[src/rtl/img_sequencer.sv]
// img_sequencer
// Runs one image job against the image controller. It toggles the capture
// command, waits for the capture-done toggle and checks the reported pixel
// count, then toggles the readout command and meters a fixed number of
// readout words downstream under backpressure.
//
// Ports:
//   clk, rst                      image clock, async active-high reset
//   req_valid/req_ready           job handshake (ready only in IDLE)
//   req_capture/readout/thumb     job options, latched on accept
//   cmd_capture/cmd_readout       toggle-style commands to the controller
//   cmd_thumb                     thumbnail select, stable through readout
//   status_captureDone            toggles once per completed capture
//   status_capturePixelCount      pixel count of the last capture
//   readout_ready/trigger/data    controller word stream
//   out_valid/out_ready/out_data  downstream word stream
//   done, err                     end-of-job pulse and result code
module img_sequencer #(
  parameter int FullWordCount   = 4096,
  parameter int ThumbWordCount  = 1024,
  parameter int PixelCount      = 2304,
  parameter int PixelCountWidth = 22,
  parameter int CaptureTimeout  = 1 << 24,
  parameter int WordTimeout     = 1 << 20
) (
  input  logic                       clk,
  input  logic                       rst,
  input  logic                       req_valid,
  output logic                       req_ready,
  input  logic                       req_capture,
  input  logic                       req_readout,
  input  logic                       req_thumb,
  output logic                       cmd_capture,
  output logic                       cmd_readout,
  output logic                       cmd_thumb,
  input  logic                       status_captureDone,
  input  logic [PixelCountWidth-1:0] status_capturePixelCount,
  input  logic                       readout_ready,
  output logic                       readout_trigger,
  input  logic [15:0]                readout_data,
  output logic                       out_valid,
  input  logic                       out_ready,
  output logic [15:0]                out_data,
  output logic                       done,
  output logic [1:0]                 err
);

  localparam int MaxWords = (FullWordCount > ThumbWordCount) ? FullWordCount : ThumbWordCount;
  localparam int MaxTo    = (CaptureTimeout > WordTimeout) ? CaptureTimeout : WordTimeout;
  localparam int RemW     = $clog2(MaxWords + 1);
  localparam int TmrW     = $clog2(MaxTo + 1);

  localparam logic [RemW-1:0]            FULL_CNT  = RemW'(FullWordCount);
  localparam logic [RemW-1:0]            THUMB_CNT = RemW'(ThumbWordCount);
  localparam logic [TmrW-1:0]            CAP_LAST  = TmrW'(CaptureTimeout - 1);
  localparam logic [TmrW-1:0]            WORD_LAST = TmrW'(WordTimeout - 1);
  localparam logic [PixelCountWidth-1:0] PIX_EXP   = PixelCountWidth'(PixelCount);

  typedef enum logic [2:0] {
    S_IDLE, S_CAP_WAIT, S_RD_ISSUE, S_RD_RUN, S_FINISH
  } state_t;

  state_t          state_q, state_d;
  logic            rd_q, rd_d;
  logic            thumb_q, thumb_d;
  logic            done_prev_q, done_prev_d;
  logic            cmd_capture_q, cmd_capture_d;
  logic            cmd_readout_q, cmd_readout_d;
  logic            cmd_thumb_q, cmd_thumb_d;
  logic            done_q, done_d;
  logic [1:0]      err_q, err_d;
  logic [TmrW-1:0] timer_q, timer_d, timer_inc;
  logic [RemW-1:0] remaining_q, remaining_d;
  logic            rd_run, have_words, word_acc;

  assign rd_run     = (state_q == S_RD_RUN);
  assign have_words = (remaining_q != '0);
  // A word moves only when the controller has one and downstream takes it,
  // so the controller-side and downstream-side handshakes always coincide.
  assign word_acc   = rd_run && have_words && readout_ready && out_ready;
  assign timer_inc  = (timer_q == {TmrW{1'b1}}) ? timer_q : timer_q + 1'b1;

  always_comb begin
    state_d       = state_q;
    rd_d          = rd_q;
    thumb_d       = thumb_q;
    done_prev_d   = done_prev_q;
    cmd_capture_d = cmd_capture_q;
    cmd_readout_d = cmd_readout_q;
    cmd_thumb_d   = cmd_thumb_q;
    done_d        = 1'b0;
    err_d         = err_q;
    timer_d       = timer_q;
    remaining_d   = remaining_q;
    case (state_q)
      S_IDLE: if (req_valid) begin
        rd_d    = req_readout;
        thumb_d = req_thumb;
        if (req_capture) begin
          cmd_capture_d = ~cmd_capture_q;
          // Snapshot the pre-issue level so a done toggle landing in the
          // very first CAP_WAIT cycle is still seen.
          done_prev_d   = status_captureDone;
          timer_d       = '0;
          state_d       = S_CAP_WAIT;
        end else if (req_readout) begin
          state_d = S_RD_ISSUE;
        end else begin
          state_d = S_FINISH;
          done_d  = 1'b1;
          err_d   = 2'd0;
        end
      end
      S_CAP_WAIT: begin
        if (status_captureDone != done_prev_q) begin
          if (status_capturePixelCount != PIX_EXP) begin
            state_d = S_FINISH;
            done_d  = 1'b1;
            err_d   = 2'd2;
          end else if (rd_q) begin
            state_d = S_RD_ISSUE;
          end else begin
            state_d = S_FINISH;
            done_d  = 1'b1;
            err_d   = 2'd0;
          end
        end else if (timer_q == CAP_LAST) begin
          state_d = S_FINISH;
          done_d  = 1'b1;
          err_d   = 2'd1;
        end else begin
          timer_d = timer_inc;
        end
      end
      S_RD_ISSUE: begin
        cmd_thumb_d   = thumb_q;
        cmd_readout_d = ~cmd_readout_q;
        remaining_d   = thumb_q ? THUMB_CNT : FULL_CNT;
        timer_d       = '0;
        state_d       = S_RD_RUN;
      end
      S_RD_RUN: begin
        if (word_acc) begin
          remaining_d = remaining_q - 1'b1;
          timer_d     = '0;
          if (remaining_q == RemW'(1)) begin
            state_d = S_FINISH;
            done_d  = 1'b1;
            err_d   = 2'd0;
          end
        end else if (timer_q == WORD_LAST) begin
          state_d = S_FINISH;
          done_d  = 1'b1;
          err_d   = 2'd3;
        end else begin
          timer_d = timer_inc;
        end
      end
      S_FINISH: state_d = S_IDLE;
      default:  state_d = S_IDLE;
    endcase
  end

  always_ff @(posedge clk or posedge rst) begin
    if (rst) begin
      state_q       <= S_IDLE;
      rd_q          <= 1'b0;
      thumb_q       <= 1'b0;
      done_prev_q   <= 1'b0;
      cmd_capture_q <= 1'b0;
      cmd_readout_q <= 1'b0;
      cmd_thumb_q   <= 1'b0;
      done_q        <= 1'b0;
      err_q         <= 2'd0;
      timer_q       <= '0;
      remaining_q   <= '0;
    end else begin
      state_q       <= state_d;
      rd_q          <= rd_d;
      thumb_q       <= thumb_d;
      done_prev_q   <= done_prev_d;
      cmd_capture_q <= cmd_capture_d;
      cmd_readout_q <= cmd_readout_d;
      cmd_thumb_q   <= cmd_thumb_d;
      done_q        <= done_d;
      err_q         <= err_d;
      timer_q       <= timer_d;
      remaining_q   <= remaining_d;
    end
  end

  assign req_ready       = (state_q == S_IDLE);
  assign cmd_capture     = cmd_capture_q;
  assign cmd_readout     = cmd_readout_q;
  assign cmd_thumb       = cmd_thumb_q;
  assign done            = done_q;
  assign err             = err_q;
  assign readout_trigger = rd_run && have_words && out_ready;
  assign out_valid       = rd_run && have_words && readout_ready;
  assign out_data        = readout_data;

endmodule

[config.mk]
export PLATFORM = sky130hd
export DESIGN_NAME = img_sequencer
export DESIGN_NICKNAME = d
export VERILOG_FILES = /design/src/rtl/img_sequencer.sv
export SDC_FILE = /design/constraint.sdc
export NUM_CORES = 1
export LEC_CHECK = 0
export BUFFER_PORTS_ARGS = -buffer_cell sky130_fd_sc_hd__buf_2
export CAP_MARGIN = 20
export CORE_AREA = 2 2 105 107
export DETAILED_ROUTE_END_ITERATION = 7
export DIE_AREA = 0 0 107 109
export GPL_ROUTABILITY_DRIVEN = 0
export HOLD_SLACK_MARGIN = 0.1
export PLACE_DENSITY_LB_ADDON = 0.05
export SYNTH_ARGS = -nofsm -noshare
export SYNTH_HDL_FRONTEND = slang
export SYNTH_SLANG_ARGS = --single-unit
[constraint.sdc]
create_clock -name clk -period 3.4 [get_ports clk]
set_input_delay 0.68 -clock clk [delete_from_list [all_inputs] [get_ports clk]]
set_output_delay 0.68 -clock clk [all_outputs]
set_load 0.01 [all_outputs]
**Word-level counts from Yosys, hierarchy flattened**

Cells that the tools add are included.

- Mux-type cells: 44
- Reductions and logical operators: 15
- Equal/unequal tests: 21
- Bitwise gates (word level): 2
- Add/sub/neg operators: 2

Operator list:

| operator | number |
|---|---|
| $mux 25 | 7 |
| $pmux 25 s4 | 1 |
| $mux 3 | 10 |
| $mux 13 | 2 |
| $pmux 13 s2 | 1 |
| $add 25x1->25 const B | 1 |
| $eq 25x20->1 const B | 1 |
| $eq 25x24->1 const B | 1 |
| $eq 25x25->1 const B | 1 |
| $ne 22x12->1 const B | 1 |
| $mux 2 | 10 |
| $eq 13x1->1 const B | 1 |
| $reduce_bool 13->1 | 1 |
| $sub 13x1->13 const B | 1 |
| $pmux 3 s4 | 1 |
| $mux 1 | 10 |
| $ne 2x2->1 const B | 5 |
| $reduce_and 8->1 | 1 |
| $eq 3x2->1 const B | 2 |
| $ne 3x3->1 const B | 2 |
| $pmux 2 s3 | 1 |
| $reduce_and 6->1 | 1 |
| $logic_and 1x1->1 | 4 |
| $ne 2x1->1 const B | 2 |
| other kinds (14) | 16 |

- Output and inout bits: 25
- Input bits: 47
- Logic and storage cells: 95
- Register bits after elaboration: 50

**Logic depth before layout (Yosys ltp)**

- Word-level depth: 6
- Mapped depth: 8
- Gate-level depth less buffers: 7

**Least setup slack after synthesis**

Ideal clock, no wire load.

- Path kind: input to register
- Start: in status_capturePixelCount[4]
- End: reg err_q[0] (netlist: err[0])
- Setup slack: 1,115 ps
- Library setup time: 125 ps
- Path buffers: 0
- Cell stages on the path: 5
- Arrival: 2,160 ps
- Data required time: 3,275 ps
- Path through: or4_1 > nor4b_1 > a31o_2 > nor4b_4 > mux2_2

- Longest elaborated chain between the ends: 4

Ends and longest elaborated chain:

| what | RTL line | text |
|---|---|---|
| start: declaration | 37 | `input logic [PixelCountWidth-1:0] status_capturePixelCount,` |
| $ne 22x12->1 * | 116 | `if (status_capturePixelCount != PIX_EXP) begin` |
| $mux 2 | 116 |  |
| $mux 2 | 115 | `if (status_captureDone != done_prev_q) begin` |
| $pmux 2 s3 | 95 | `case (state_q)` |
| end signal: assignment | 186 | `err_q <= err_d;` |
| end: declaration | 71 | `logic [1:0] err_q, err_d;` |

Mark *: on every way between the ends. The rest lies on a longest branch, timed or not.
A chain may end at the register's enable or synchronous reset.

**Final worst setup path**

- Start: reg remaining_q[2]
- End: out out_valid

- Longest elaborated chain between the ends: 3

Ends and longest elaborated chain:

| what | RTL line | text |
|---|---|---|
| start: declaration | 73 | `logic [RemW-1:0] remaining_q, remaining_d;` |
| start signal: assignment | 188 | `remaining_q <= remaining_d;` |
| $reduce_bool 13->1 | 77 | `assign have_words = (remaining_q != '0);` |
| $logic_and 1x1->1 (2 in series) | 199 | `assign out_valid = rd_run && have_words && readout_ready;` |
| end: declaration | 41 | `output logic out_valid,` |

No other way between the ends.

==> impl_metrics.csv <==
group,metric,value,unit
status,status,"complete, no violations",
logic_synthesis,synth_top_cell_area_share,0.405,
logic_synthesis,synth_area_leaders,"dfrtp_1 40%, nand3_1 3.9%, buf_4 3.9%, nor2_1 3.5%, o21ai_0 3.4%",
cts,cts_max_path_buffers,2,
global_routing,global_route.usage.total,0.149,
worst_setup_path,crit_path_cell_trace,"nor4_2 > nand4_2 > and3_1 > buf_2",
drt,routed_wl,8280,um
hold_path,worst_hold_path_type,"register to register",
layout,area.growth.synth_to_final,12.3,%
worst_setup_path,classification_of_the_worst_setup_path,"register to primary output",
power_and_ir_drop,power.static_leakage,1.48,nW
cts,post_cts_buffers,0,
layout,final_layout_size_suffix_gt1_frac,0.220,
timing,fin_skew,0.0160,ns
timing,rsz0062_at_grt,"false",
global_routing,first_global_vias,2636,
worst_setup_path,critical-path-max-stage-delay,0.48,ns
worst_setup_path,path_buf_inv,1,
global_routing,antenna_found_initial,0,
layout,design_area_final,3470,um2
logic_synthesis,number_of_enable_flip_flop_cells_after_synthesis,0,
logic_synthesis,synth-seq-cells,50,
cts,post_cts_resize_count,0,
timing,final.setup.worst_slack,0.766,ns
cts,cts.clk_slew.worst_paths,0.11,ns
drt,drt_pre_antenna_iters,4,
placed_design,place_ws,0.715,ns
worst_setup_path,critical_path_arrival,1.95,ns
die,die_y,109,um
drt,antenna_violating_nets_post_route,0,
drt,wire_per_inst,16.6,um
cts,cts_max_level,2,
timing,timing.final.setup_violations,0,
layout,nets,408,
timing,final.min_clock_period,2.63,ns
timing,timing.hold.ws,0.475,ns
logic_synthesis,post_synth_instance_area,3090,um2
cts,cts.root.buffer_cell,"clkbuf_8",
worst_setup_path,critPathRequiredTime,2.72,ns
timing,hold_viol_final,0,
global_routing,grt.overflow.total,0,
worst_setup_path,cp-end-kind,"primary output",
timing,setup-tns-final,0,ns
drt,via_count,2649,
logic_synthesis,synth_top_area_cell,"dfrtp_1",
drt,route.detailed.drc,0,
logic_synthesis,ys_warn_count,0,
die,total_die_area,11700,um2
die,die_w,107,um
logic_synthesis,synth.net_count,378,
logic_synthesis,postSynthCellCount,328,
timing,worst_slew_margin_rel,0.508,
timing,finalMaxSlewViolations,0,
timing,timing_worst_slew_pin_value,0.732,ns
power_and_ir_drop,power_density,682,nW/um2
drt,dr.first_iter.drc_count,113,
global_routing,largest_net_degree_at_the_start_of_global_routing,51,
worst_setup_path,worst_path_max_delay_cell,"nor4_2",
placed_design,count_of_input_and_output_buffers,39,
worst_setup_path,worst_path_dominant_cell_family,"simple AND/OR/NAND/NOR gates",
global_routing,grt_pass1_wl,13800,um
layout,antenna_cells_inserted,0,
die,core-area,10600,um2
cts,numCtsBuffers,5,
logic_synthesis,yosys.cell_types.count,60,
cts,cts_num_sinks,50,
die,std_cell_rows,38,
die,initial_core_util,0.291,
logic_synthesis,synth_area_per_cell,9.42,um2
placed_design,place_area,3350,um2
layout,mostFrequentLayoutCell,"dfrtp_1",
worst_setup_path,setup.worst_path.start_class,"register",
layout,mostFrequentLayoutCells,"50 x dfrtp_1, 39 x buf_2, 29 x nor2_1",
cts,tritoncts,"done",
run,cap_violations,0,
worst_setup_path,path_max_fanout,8,
placed_design,detailed_place_hpwl,5870,um
logic_synthesis,yosys_most_used_dff,"dfrtp_1",
die,design.portCount,72,
timing,timing.fmax,380,MHz
drt,routed_via_density,5.31,
timing,layout_worst_path_cycle_share,0.775,
layout,number_of_filler_cells_placed_in_the_layout,1152,
cts,clkLatencyLatePin,0.31,ns
cts,cts_hold_buf,0,
logic_synthesis,yosysSeqAreaShare,0.405,
logic_synthesis,async_reset_ff_frac,1.00,
power_and_ir_drop,worst_ir_drop_vdd,0.260,mV
worst reg2reg max path, cell delays in order (launching register included):
cell	delay, ns
dfrtp_1	0.44
nor4_2	0.48
nand4_2	0.31
a31oi_4	0.28
nand3_2	0.25
buf_4	0.30
or3_1	0.35
o21ai_0	0.07
through the flow:
step	util	total power, mW	instances
detailed placement	0.316	1.94	491
CTS	0.327	2.41	499
global route	0.327	2.56	499
global placement	0.316	1.94	491
floorplan	-	1.62	328
finish	0.327	2.37	499
per-layer routing:
| layer | share of wire | track usage | vias up |
|---|---|---|---|
| li1 | - | - | 1301 |
| met1 | 0.50 | 0.212 | 1295 |
| met2 | 0.46 | 0.242 | 47 |
| met3 | 0.032 | 0.0191 | 6 |
| met4 | 0.0076 | 0.0390 | 0 |
| met5 | 0 | 0 | - |
worst paths after layout:
kind / start / end / slack (ns) / cells past startpoint
worst max-delay path: remaining_q[2] / out_valid / 0.77 / 4
worst min-delay path: cmd_readout / cmd_readout / 0.47 / 1
worst max register to register: remaining_q[2] / timer_q[5] / 0.83 / 7
worst min register to register: cmd_readout / cmd_readout / 0.47 / 1
max in group asynchronous: rst / timer_q[15] / 2.40 / 3
min in group asynchronous: rst / timer_q[0] / 0.54 / 3
cells by family after synthesis:
kind of cell               after synthesis  share of synthesized area
AOI/OAI and AO/OA                       79                      0.183
xor gates and xnor gates                12                     0.0340
adders and majority gates                3                     0.0121
buffers and inverters                   32                     0.0615
DFF                                     50                      0.405
muxes                                    7                     0.0247
and+or+nand+nor                        145                      0.280
layout make-up:
cell class              instances  area [um2]  share of cell area
multi-input cells             246        1650               0.475
well taps                     140         175              0.0505
clock buffers                   5        68.8              0.0198
flip-flops and latches         50        1250               0.361
repair buffers                 45         240              0.0692
inverters                      10        37.5              0.0108
clock inverters                 3        47.5              0.0137
flip-flops by register name, indices dropped and copies added, names as in the netlist:
register,count
cmd_capture,1
cmd_readout,1
cmd_thumb,1
done,1
done_prev_q,1
err,2
rd_q,1
remaining_q,13
state_q,3
thumb_q,1
timer_q,25
power by group:
part           switching [mW]  leakage [nW]  internal [mW]  total (mW)
Sequential              0.142         0.670          0.733       0.875
Combinational           0.635         0.748          0.408        1.04
Clock                   0.225        0.0587          0.224       0.449
cells in the mapped netlist, drive strengths merged, types with 8 or more instances:
cell and n:
dfrtp 50, nor2 30, nand3 25, o21ai 22, nand2 21, buf 19, nand4 12, nor3 11
o31ai 11, and3 10, inv 10, xor2 9, a31oi 8
(Power assumes the default switching activity.)
